<file path="config.mk">
export PLATFORM = sky130hd
export DESIGN_NAME = dlfloat_dot_seq
export DESIGN_NICKNAME = d
export VERILOG_FILES = /design/src/rtl/dlfloat_dot_seq.sv
export SDC_FILE = /design/constraint.sdc
export NUM_CORES = 1
export LEC_CHECK = 0
export ABC_CLOCK_PERIOD_IN_PS = 2090
export BUFFER_PORTS_ARGS = -buffer_cell sky130_fd_sc_hd__buf_4
export CORE_MARGIN = 2
export CORE_UTILIZATION = 48
export CTS_BUF_LIST = sky130_fd_sc_hd__clkbuf_4 sky130_fd_sc_hd__clkbuf_8
export DETAILED_ROUTE_END_ITERATION = 16
export PLACE_DENSITY = 0.79
export SLEW_MARGIN = 20
export SYNTH_ARGS = -nofsm -noshare
export SYNTH_HDL_FRONTEND = slang
export SYNTH_SLANG_ARGS = --single-unit
</file>
<file path="constraint.sdc">
create_clock -name clk -period 2.09 [get_ports clk]
set_input_delay 0.209 -clock clk [delete_from_list [all_inputs] [get_ports clk]]
set_output_delay 0.209 -clock clk [all_outputs]
set_load 0.05 [all_outputs]
</file>
<file path="src/rtl/dlfloat_dot_seq.sv">
// Dot-product sequencer: clears the shared DLFloat16 MAC, issues operand pairs at
// a fixed minimum spacing, waits out the MAC latency and returns the accumulated value.
module dlfloat_dot_seq #(
  parameter int LEN_W     = 8,
  parameter int MAC_LAT   = 4,
  parameter int ISSUE_GAP = 2
) (
  input  logic             clk,
  input  logic             rst_n,
  input  logic             start,
  input  logic [LEN_W-1:0] len,
  input  logic             abort,
  output logic             busy,
  input  logic             in_valid,
  output logic             in_ready,
  input  logic [15:0]      in_a,
  input  logic [15:0]      in_b,
  output logic [15:0]      mac_a,
  output logic [15:0]      mac_b,
  output logic             mac_vld,
  output logic             mac_clr,
  input  logic [15:0]      mac_result,
  output logic             out_valid,
  input  logic             out_ready,
  output logic [15:0]      out_data,
  output logic [LEN_W-1:0] out_count,
  output logic             out_nan
);

  localparam int GAP_W = (ISSUE_GAP > 1) ? $clog2(ISSUE_GAP) : 1;
  localparam int DRN_W = $clog2(MAC_LAT + 1);
  localparam logic [GAP_W-1:0] GAP_RLD = GAP_W'(ISSUE_GAP - 1);
  localparam logic [DRN_W-1:0] DRN_RLD = DRN_W'(MAC_LAT);

  typedef enum logic [2:0] {S_IDLE, S_CLEAR, S_ISSUE, S_DRAIN, S_RESULT} state_t;

  state_t             state_q, state_d;
  logic [LEN_W-1:0]   len_q, len_d;
  logic [LEN_W-1:0]   issued_q, issued_d;
  logic [GAP_W-1:0]   gap_q, gap_d;
  logic [DRN_W-1:0]   drn_q, drn_d;
  logic               nan_q, nan_d;
  logic [15:0]        mac_a_q, mac_a_d, mac_b_q, mac_b_d;
  logic               mac_vld_q, mac_vld_d, mac_clr_q, mac_clr_d;
  logic [15:0]        out_data_q, out_data_d;
  logic [LEN_W-1:0]   out_count_q, out_count_d;
  logic               out_nan_q, out_nan_d;
  logic               accept;

  always_comb begin
    state_d     = state_q;
    len_d       = len_q;
    issued_d    = issued_q;
    gap_d       = gap_q;
    drn_d       = drn_q;
    nan_d       = nan_q;
    mac_a_d     = '0;
    mac_b_d     = '0;
    mac_vld_d   = 1'b0;
    mac_clr_d   = 1'b0;
    out_data_d  = out_data_q;
    out_count_d = out_count_q;
    out_nan_d   = out_nan_q;
    in_ready    = 1'b0;
    accept      = 1'b0;

    case (state_q)
      S_IDLE: begin
        if (start) begin
          if (len != '0) begin
            state_d   = S_CLEAR;
            len_d     = len;
            mac_clr_d = 1'b1;
          end else begin
            state_d     = S_RESULT;
            out_data_d  = '0;
            out_count_d = '0;
            out_nan_d   = 1'b0;
          end
        end
      end
      S_CLEAR: begin
        nan_d    = 1'b0;
        issued_d = '0;
        gap_d    = '0;
        state_d  = S_ISSUE;
      end
      S_ISSUE: begin
        // abort gates ready so an aborted cycle never looks like a handshake upstream
        in_ready = (gap_q == '0) && (issued_q < len_q) && !abort;
        accept   = in_valid && in_ready;
        if (gap_q != '0) gap_d = gap_q - 1'b1;
        if (accept) begin
          mac_a_d   = in_a;
          mac_b_d   = in_b;
          mac_vld_d = 1'b1;
          issued_d  = issued_q + 1'b1;
          gap_d     = GAP_RLD;
          if (in_a == 16'hFFFF || in_b == 16'hFFFF) nan_d = 1'b1;
          if (issued_q == len_q - 1'b1) begin
            state_d = S_DRAIN;
            drn_d   = DRN_RLD;
          end
        end
      end
      S_DRAIN: begin
        if (drn_q == '0) begin
          out_data_d  = mac_result;
          out_count_d = issued_q;
          out_nan_d   = nan_q;
          state_d     = S_RESULT;
        end else begin
          drn_d = drn_q - 1'b1;
        end
      end
      S_RESULT: begin
        if (out_ready) state_d = S_IDLE;
      end
      default: state_d = S_IDLE;
    endcase

    if (abort && state_q != S_IDLE) begin
      state_d   = S_IDLE;
      mac_clr_d = 1'b1;
      issued_d  = '0;
      gap_d     = '0;
      drn_d     = '0;
      nan_d     = 1'b0;
    end
  end

  always_ff @(posedge clk or negedge rst_n) begin
    if (!rst_n) begin
      state_q     <= S_IDLE;
      len_q       <= '0;
      issued_q    <= '0;
      gap_q       <= '0;
      drn_q       <= '0;
      nan_q       <= 1'b0;
      mac_a_q     <= '0;
      mac_b_q     <= '0;
      mac_vld_q   <= 1'b0;
      mac_clr_q   <= 1'b0;
      out_data_q  <= '0;
      out_count_q <= '0;
      out_nan_q   <= 1'b0;
    end else begin
      state_q     <= state_d;
      len_q       <= len_d;
      issued_q    <= issued_d;
      gap_q       <= gap_d;
      drn_q       <= drn_d;
      nan_q       <= nan_d;
      mac_a_q     <= mac_a_d;
      mac_b_q     <= mac_b_d;
      mac_vld_q   <= mac_vld_d;
      mac_clr_q   <= mac_clr_d;
      out_data_q  <= out_data_d;
      out_count_q <= out_count_d;
      out_nan_q   <= out_nan_d;
    end
  end

  assign busy      = (state_q != S_IDLE);
  assign out_valid = (state_q == S_RESULT);
  assign mac_a     = mac_a_q;
  assign mac_b     = mac_b_q;
  assign mac_vld   = mac_vld_q;
  assign mac_clr   = mac_clr_q;
  assign out_data  = out_data_q;
  assign out_count = out_count_q;
  assign out_nan   = out_nan_q;

endmodule

</file>
==> results of run 1 <==
==> state kept, by name, indices dropped and copies added (netlist names) <==
register   cells
gap_q          1
nan_q          1
out_data      16
state_q        3
mac_a         16
mac_clr        1
mac_vld        1
drn_q          3
mac_b         16
len_q          8
issued_q       8
out_nan        1
out_count      8
==> through the flow <==
stage | util | instances | hold slack (ps) | total power [mW]
after floorplan | - | 381 | -86.6 | 3.43
after global placement | 0.654 | 615 | 182 | 4.09
after detailed placement | 0.654 | 615 | 193 | 4.16
after global routing | 0.735 | 654 | 62.5 | 5.83
final | 0.735 | 654 | 67.9 | 5.52
after CTS | 0.692 | 640 | 54.9 | 5.27
==> what timing repair did <==
action	CTS	global route
resized for setup	12	37
pin swaps	10	31
setup endpoints to repair	12	47
endpoints found under the hold margin	35	0
cloned	0	5
setup buffers	9	9
hold buffers	1	0
==> cell usage in the layout, fill, tap and decap left out, types with 6 or more instances in the layout <==
cell	count
o21ai_0	10
a21oi_1	6
buf_6	8
inv_1	12
xnor2_1	7
nand3_1	29
nand2_1	73
dfrtp_1	83
buf_12	6
nor2_1	17
and2_4	19
ha_1	9
and2_1	14
clkbuf_8	9
buf_4	152
nand4_1	10
==> critical path, cell delays in order (launching register included) <==
cell and delay [ps]:
dfrtp_1 440, ha_4 250, nor2b_1 120, o211ai_1 250, a21oi_4 140, buf_6 160
nor4_4 350, a311oi_1 190, a41o_1 240
==> layer usage <==
layer / wire length [um] / global-route usage / part of all wire / vias to the layer above
met4: 110 / 0.0821 / 0.0099 / 0
met1: 4260 / 0.293 / 0.38 / 1683
li1: - / - / - / 1635
met2: 5890 / 0.408 / 0.53 / 137
met3: 839 / 0.0594 / 0.076 / 14
met5: 0 / 0 / 0 / -
==> layout make-up <==
cell class | instances | area share
Clock buffer | 10 | 0.0230
Clock inverter | 5 | 0.00548
Inverter | 16 | 0.0105
Multi-Input combinational cell | 266 | 0.318
Sequential cell | 83 | 0.364
Tap cell | 102 | 0.0223
Timing Repair Buffer | 172 | 0.257
==> power breakdown <==
part | internal, mW | total, mW | switching (mW)
clock | 0.435 | 1.01 | 0.574
combinational | 0.999 | 2.50 | 1.50
sequential | 1.83 | 2.01 | 0.176
==> worst paths after layout <==
check                            startpoint          end  slack [ps]
worst max-delay path            issued_q[1]  issued_q[6]        -170
worst min-delay path                 len[0]     len_q[0]          70
worst max register to register  issued_q[1]  issued_q[6]        -170
worst min register to register      out_nan      out_nan         470
max in group asynchronous             rst_n        gap_q        1030
min in group asynchronous             rst_n   state_q[2]         420
==> kinds of logic after synthesis <==
family                   Yosys count  share of synthesized area
buffers and inverters             32                     0.0378
adder cells (fa/ha/maj)           12                     0.0388
AO/OA/AOI/OAI                     47                     0.0928
XOR/XNOR                          11                     0.0249
multiplexers                       2                    0.00582
flip-flops                        83                      0.537
AND/OR/NAND/NOR                  194                      0.263
==> impl_metrics.json, run 1 <==
{
  "holdCritPathClass": "primary input to register",
  "die_h_um": 93.8,
  "grt_pass1_vias": 3439,
  "relSlewSlack": 0.628,
  "die_w_um": 93.8,
  "clock-skew-final_ps": 16.7,
  "finalSetupTns_ps": -1030,
  "ys_seq_area_frac": 0.537,
  "vias_per_cell": 5.30,
  "synth_area_leader_cell": "dfrtp_1",
  "clock_latency_ps": 350,
  "setup_viol": 32,
  "dp_hpwl_mm": 7.19,
  "crit_fanout": 4,
  "critical_path_class": "register to register",
  "fin_area_sq_um": 5710,
  "worstSetupEndpointType": "register",
  "peakVddDrop_mv": 0.490,
  "row_count": 32,
  "dr.first_iter.drc_count": 156,
  "netlist_top_cells_area": "dfrtp_1 (54%), nand2_1 (7.1%), and2_1 (5.3%)",
  "numCtsBuffers": 9,
  "ant_nets": 0,
  "synth_cells": 381,
  "h-tree-depth": 3,
  "violations": "setup timing",
  "cp-start-kind": "register",
  "cts_sinks": 83,
  "drc": 0,
  "timing.final.crit_share": 1.08,
  "tightestPinTransition_ps": 558,
  "status": "complete, but fails checks",
  "synth_commonest_cells": "dfrtp_1 (83), nand2_1 (73), and2_1 (33)",
  "synth_top_area_share": 0.537,
  "ctsLongestPathBuffers": 2,
  "maxSlewViolCount": 0,
  "antenna_found_initial": 0,
  "clk_pin_slew_ps": 90,
  "arrival_ps": 2490,
  "synth_cell_types": 52,
  "io_buffers": 123,
  "async_flop_share": 1.00,
  "setup_slack_ps": -165,
  "hold_viol_final": 0,
  "nets": 622,
  "holdPathStages": 3,
  "place_worst_setup_slack_ps": -62.9,
  "rsz0062_at_grt": "yes",
  "overflow": 0,
  "dieArea_sq_um": 8800,
  "core-area_sq_um": 7770,
  "required_ps": 2330,
  "avgSynthCellArea_sq_um": 10.2,
  "reg2reg_depth": 8,
  "maxCapViolations": 0,
  "syn_nets": 455,
  "ys.flop_type": "dfrtp_1",
  "p_leak_nw": 2.94,
  "yosysMostFrequentCell": "dfrtp_1",
  "antennaDiodeCount": 0,
  "syn2layout_area_growth_pct": 47.6,
  "ys_warn_count": 0,
  "multi_input_area_sq_um": 1820,
  "register_area_sq_um": 2080,
  "dr.pass1.iters": 5,
  "num-fill-cells": 546,
  "power_density_nw_per_um2": 966,
  "wire_per_inst_um": 17.0,
  "clockRootBuffer": "clkbuf_8",
  "grt_start_max_net_pins": 49,
  "fmax_ghz": 0.443,
  "placed_area_sq_um": 5080,
  "drive_gt1_frac": 0.426,
  "initial_core_util": 0.498,
  "grt_usage": 0.238,
  "synth-edff-count": 0,
  "gp_congestion": 0.855,
  "fin_crit_ps": 2260,
  "ios": 124,
  "grt_pass1_wl_mm": 16.1,
  "syn_area_sq_um": 3870,
  "cts_tree": "done",
  "route.vias.total": 3469,
  "wl_mm": 11.1,
  "ys_ff_latch": 83
}
No activity file was read; power rests on OpenSTA's default activity.
==> run 2: changes to the inputs <==
--- a/config.mk
+++ b/config.mk
@@ -5,13 +5,15 @@
 export SDC_FILE = /design/constraint.sdc
 export NUM_CORES = 1
 export LEC_CHECK = 0
+export ABC_AREA = 1
 export ABC_CLOCK_PERIOD_IN_PS = 2090
 export BUFFER_PORTS_ARGS = -buffer_cell sky130_fd_sc_hd__buf_4
 export CORE_MARGIN = 2
 export CORE_UTILIZATION = 48
 export CTS_BUF_LIST = sky130_fd_sc_hd__clkbuf_4 sky130_fd_sc_hd__clkbuf_8
 export DETAILED_ROUTE_END_ITERATION = 16
-export PLACE_DENSITY = 0.79
+export GPL_ROUTABILITY_DRIVEN = 0
+export PLACE_DENSITY = 0.78
 export SLEW_MARGIN = 20
 export SYNTH_ARGS = -nofsm -noshare
 export SYNTH_HDL_FRONTEND = slang
==> run 2 against run 1 <==
The flow now finishes without violations. Final area down 4.3%. Sequential power rose by 4%. First-iteration DRC count up 19%. Core utilization is 7.0 points lower. Critical path type is now register to output pin. Largest cell class unchanged.
==> impl_metrics.json, run 2 <==
{
  "status": "complete, no violations",
  "worstSetupEndpointType": "output pin",
  "grt_pass1_wl_mm": 15.5,
  "syn_area_sq_um": 4050,
  "wire_per_inst_um": 13.2,
  "p_total_mw": 6.14,
  "hold_viol_final": 0,
  "tightestPinTransition_ps": 502,
  "cp-start-kind": "register",
  "fin_area_sq_um": 5470,
  "placed_area_sq_um": 5140,
  "syn2layout_area_growth_pct": 35.0,
  "ys_ff_latch": 83,
  "synth_cells": 492,
  "ctsLongestPathBuffers": 2,
  "core-area_sq_um": 8220,
  "drc": 0,
  "wl_mm": 9.76,
  "met1_length_mm": 4.26,
  "cpLargestDelayFamily": "simple AND/OR/NAND/NOR gates",
  "cpMaxStageDelayCell": "dfrtp_1",
  "cp_cell_sequence": "inv_2, ha_1, a21oi_1, nand2_1, nand2_2, nand4_4, nor2_4, buf_8",
  "clock-skew-final_ps": 10.2,
  "num-fill-cells": 674,
  "required_ps": 1880,
  "dr.first_iter.drc_count": 186,
  "p_leak_nw": 2.92,
  "maxSlewViolCount": 0,
  "h-tree-depth": 3,
  "final_cell_mix": "buf_4 (136), inv_1 (87), dfrtp_1 (82)",
  "whs_ps": 70.1,
  "antennaDiodeCount": 0,
  "wl_met2_mm": 4.72,
  "async_flop_share": 1.00,
  "ios": 124,
  "register_area_sq_um": 2080,
  "clock_latency_ps": 350,
  "initial_core_util": 0.493,
  "setup_viol": 0,
  "synth_top_area_share": 0.513,
  "highest-signal-layer": "met4",
  "die_w_um": 95.8,
  "slowest_delay_ps": 370,
  "yosysMostFrequentCell": "inv_1",
  "peakVddDrop_mv": 0.877,
  "synth_commonest_cells": "inv_1 (91), dfrtp_1 (83), nand2_1 (82)",
  "arrival_ps": 1860,
  "clockRootBuffer": "clkbuf_8",
  "nets": 705,
  "dp_hpwl_mm": 7.10,
  "die_h_um": 95.8,
  "holdCritPathClass": "primary input to register",
  "grt_pass1_vias": 3336,
  "multi_input_area_sq_um": 1570,
  "grt_start_max_net_pins": 73,
  "netlist_top_cells_area": "dfrtp_1 (51%), inv_1 (8.4%), nand2_1 (7.6%)",
  "timing.final.crit_share": 0.992,
  "ys_seq_area_frac": 0.513,
  "met3_length_um": 603,
  "maxCapViolations": 0,
  "syn_nets": 566,
  "critical_path_class": "register to output pin",
  "grt_usage": 0.219,
  "drive_gt1_frac": 0.303,
  "synth_cell_types": 35,
  "cts_sinks": 83,
  "power_density_nw_per_um2": 1120,
  "ys_warn_count": 0,
  "ant_nets": 0,
  "antenna_found_initial": 0,
  "overflow": 0,
  "synth_area_leader_cell": "dfrtp_1",
  "avgSynthCellArea_sq_um": 8.23,
  "fmax_ghz": 0.483,
  "numCtsBuffers": 9,
  "cts_tree": "done",
  "rsz0062_at_grt": "yes",
  "layout_commonest_cell": "buf_4",
  "dieArea_sq_um": 9190,
  "io_buffers": 123,
  "vias_per_cell": 4.93,
  "clk_pin_slew_ps": 80,
  "dr.pass1.iters": 5,
  "route.vias.total": 3652,
  "ys.flop_type": "dfrtp_1",
  "crit_fanout": 4,
  "row_count": 33,
  "path_buf_inv": 2,
  "synth-edff-count": 0,
  "relSlewSlack": 0.662,
  "fin_crit_ps": 2070
}
==> run 2: cell types whose count changed after synthesis, moves of 4 or more <==
cell      delta
nand3_1     +11
inv_1       +76
o211ai_1     -4
nor2_1      +43
clkbuf_1     -5
nand2_1      +9
and2_1      -33
and3_1       -4
nand2b_1     -4
inv_2        +5
xnor2_1      -8
o21ai_0     +33
o21ai_2      +4
==> run 2: timing repair <==
item                                    in CTS  in global routing
hold buffers                                 1                  0
pin swaps                                    0                  6
setup buffers                                3                  4
gates resized for setup                      1                 13
endpoints found under the hold margin       11                  0
endpoints found under the setup margin       1                 10
==> run 2: metrics by stage <==
stage / TNS [ps] / worst slack (ps) / util / std cells
2_1_floorplan: 0 / 131 / - / 492
3_3_place_gp: 0 / 188 / 0.626 / 717
4_1_cts: 0 / 3.77 / 0.655 / 737
3_5_place_dp: 0 / 109 / 0.626 / 717
5_1_grt: -78.6 / -72.9 / 0.665 / 741
6_report: 0 / 17.6 / 0.665 / 741
==> run 2: tightest hold or removal path, stage by stage <==
cell and delay [ps]:
buf_4 80, nand2_1 40, o21ai_0 50
==> run 2: cell families (layout without fill, tap and decap cells) <==
family          Yosys count  after routing  share of synthesized area
compound gates           61             61                     0.0828
xor+xnor                  4              4                    0.00865
fa+ha+maj                12             12                     0.0371
buf+inv                 112            256                      0.112
flops                    83             83                      0.513
simple gates            220            220                      0.247
==> run 2: cell type report <==
class,instances,area share
Sequential cell,83,0.380
Clock inverter,5,0.0114
Tap cell,105,0.0240
Clock buffer,11,0.0254
Timing Repair Buffer,141,0.202
Multi-Input combinational cell,297,0.288
Inverter,99,0.0685
==> run 2: worst paths after layout <==
check	start	to	slack, ps	depth (start not counted)
max	len_q[3]	in_ready	20	8
min	len[4]	len_q[4]	70	3
max reg2reg	len_q[3]	issued_q[4]	150	12
min reg2reg	drn_q[1]	drn_q[1]	500	2
max in group asynchronous	rst_n	issued_q[6]	1230	3
min in group asynchronous	rst_n	mac_clr	230	2
==> run 2: power breakdown <==
part	switching, mW	internal (mW)
Sequential	0.184	1.90
Clock	0.597	0.586
Combinational	1.94	0.928
Total	2.72	3.42
==> run 2: layer usage <==
| metal | vias to the layer above | track usage |
|---|---|---|
| met4 | 0 | 0.0726 |
| met2 | 126 | 0.371 |
| li1 | 1816 | - |
| met1 | 1694 | 0.285 |
| met5 | - | 0 |
| met3 | 16 | 0.0407 |
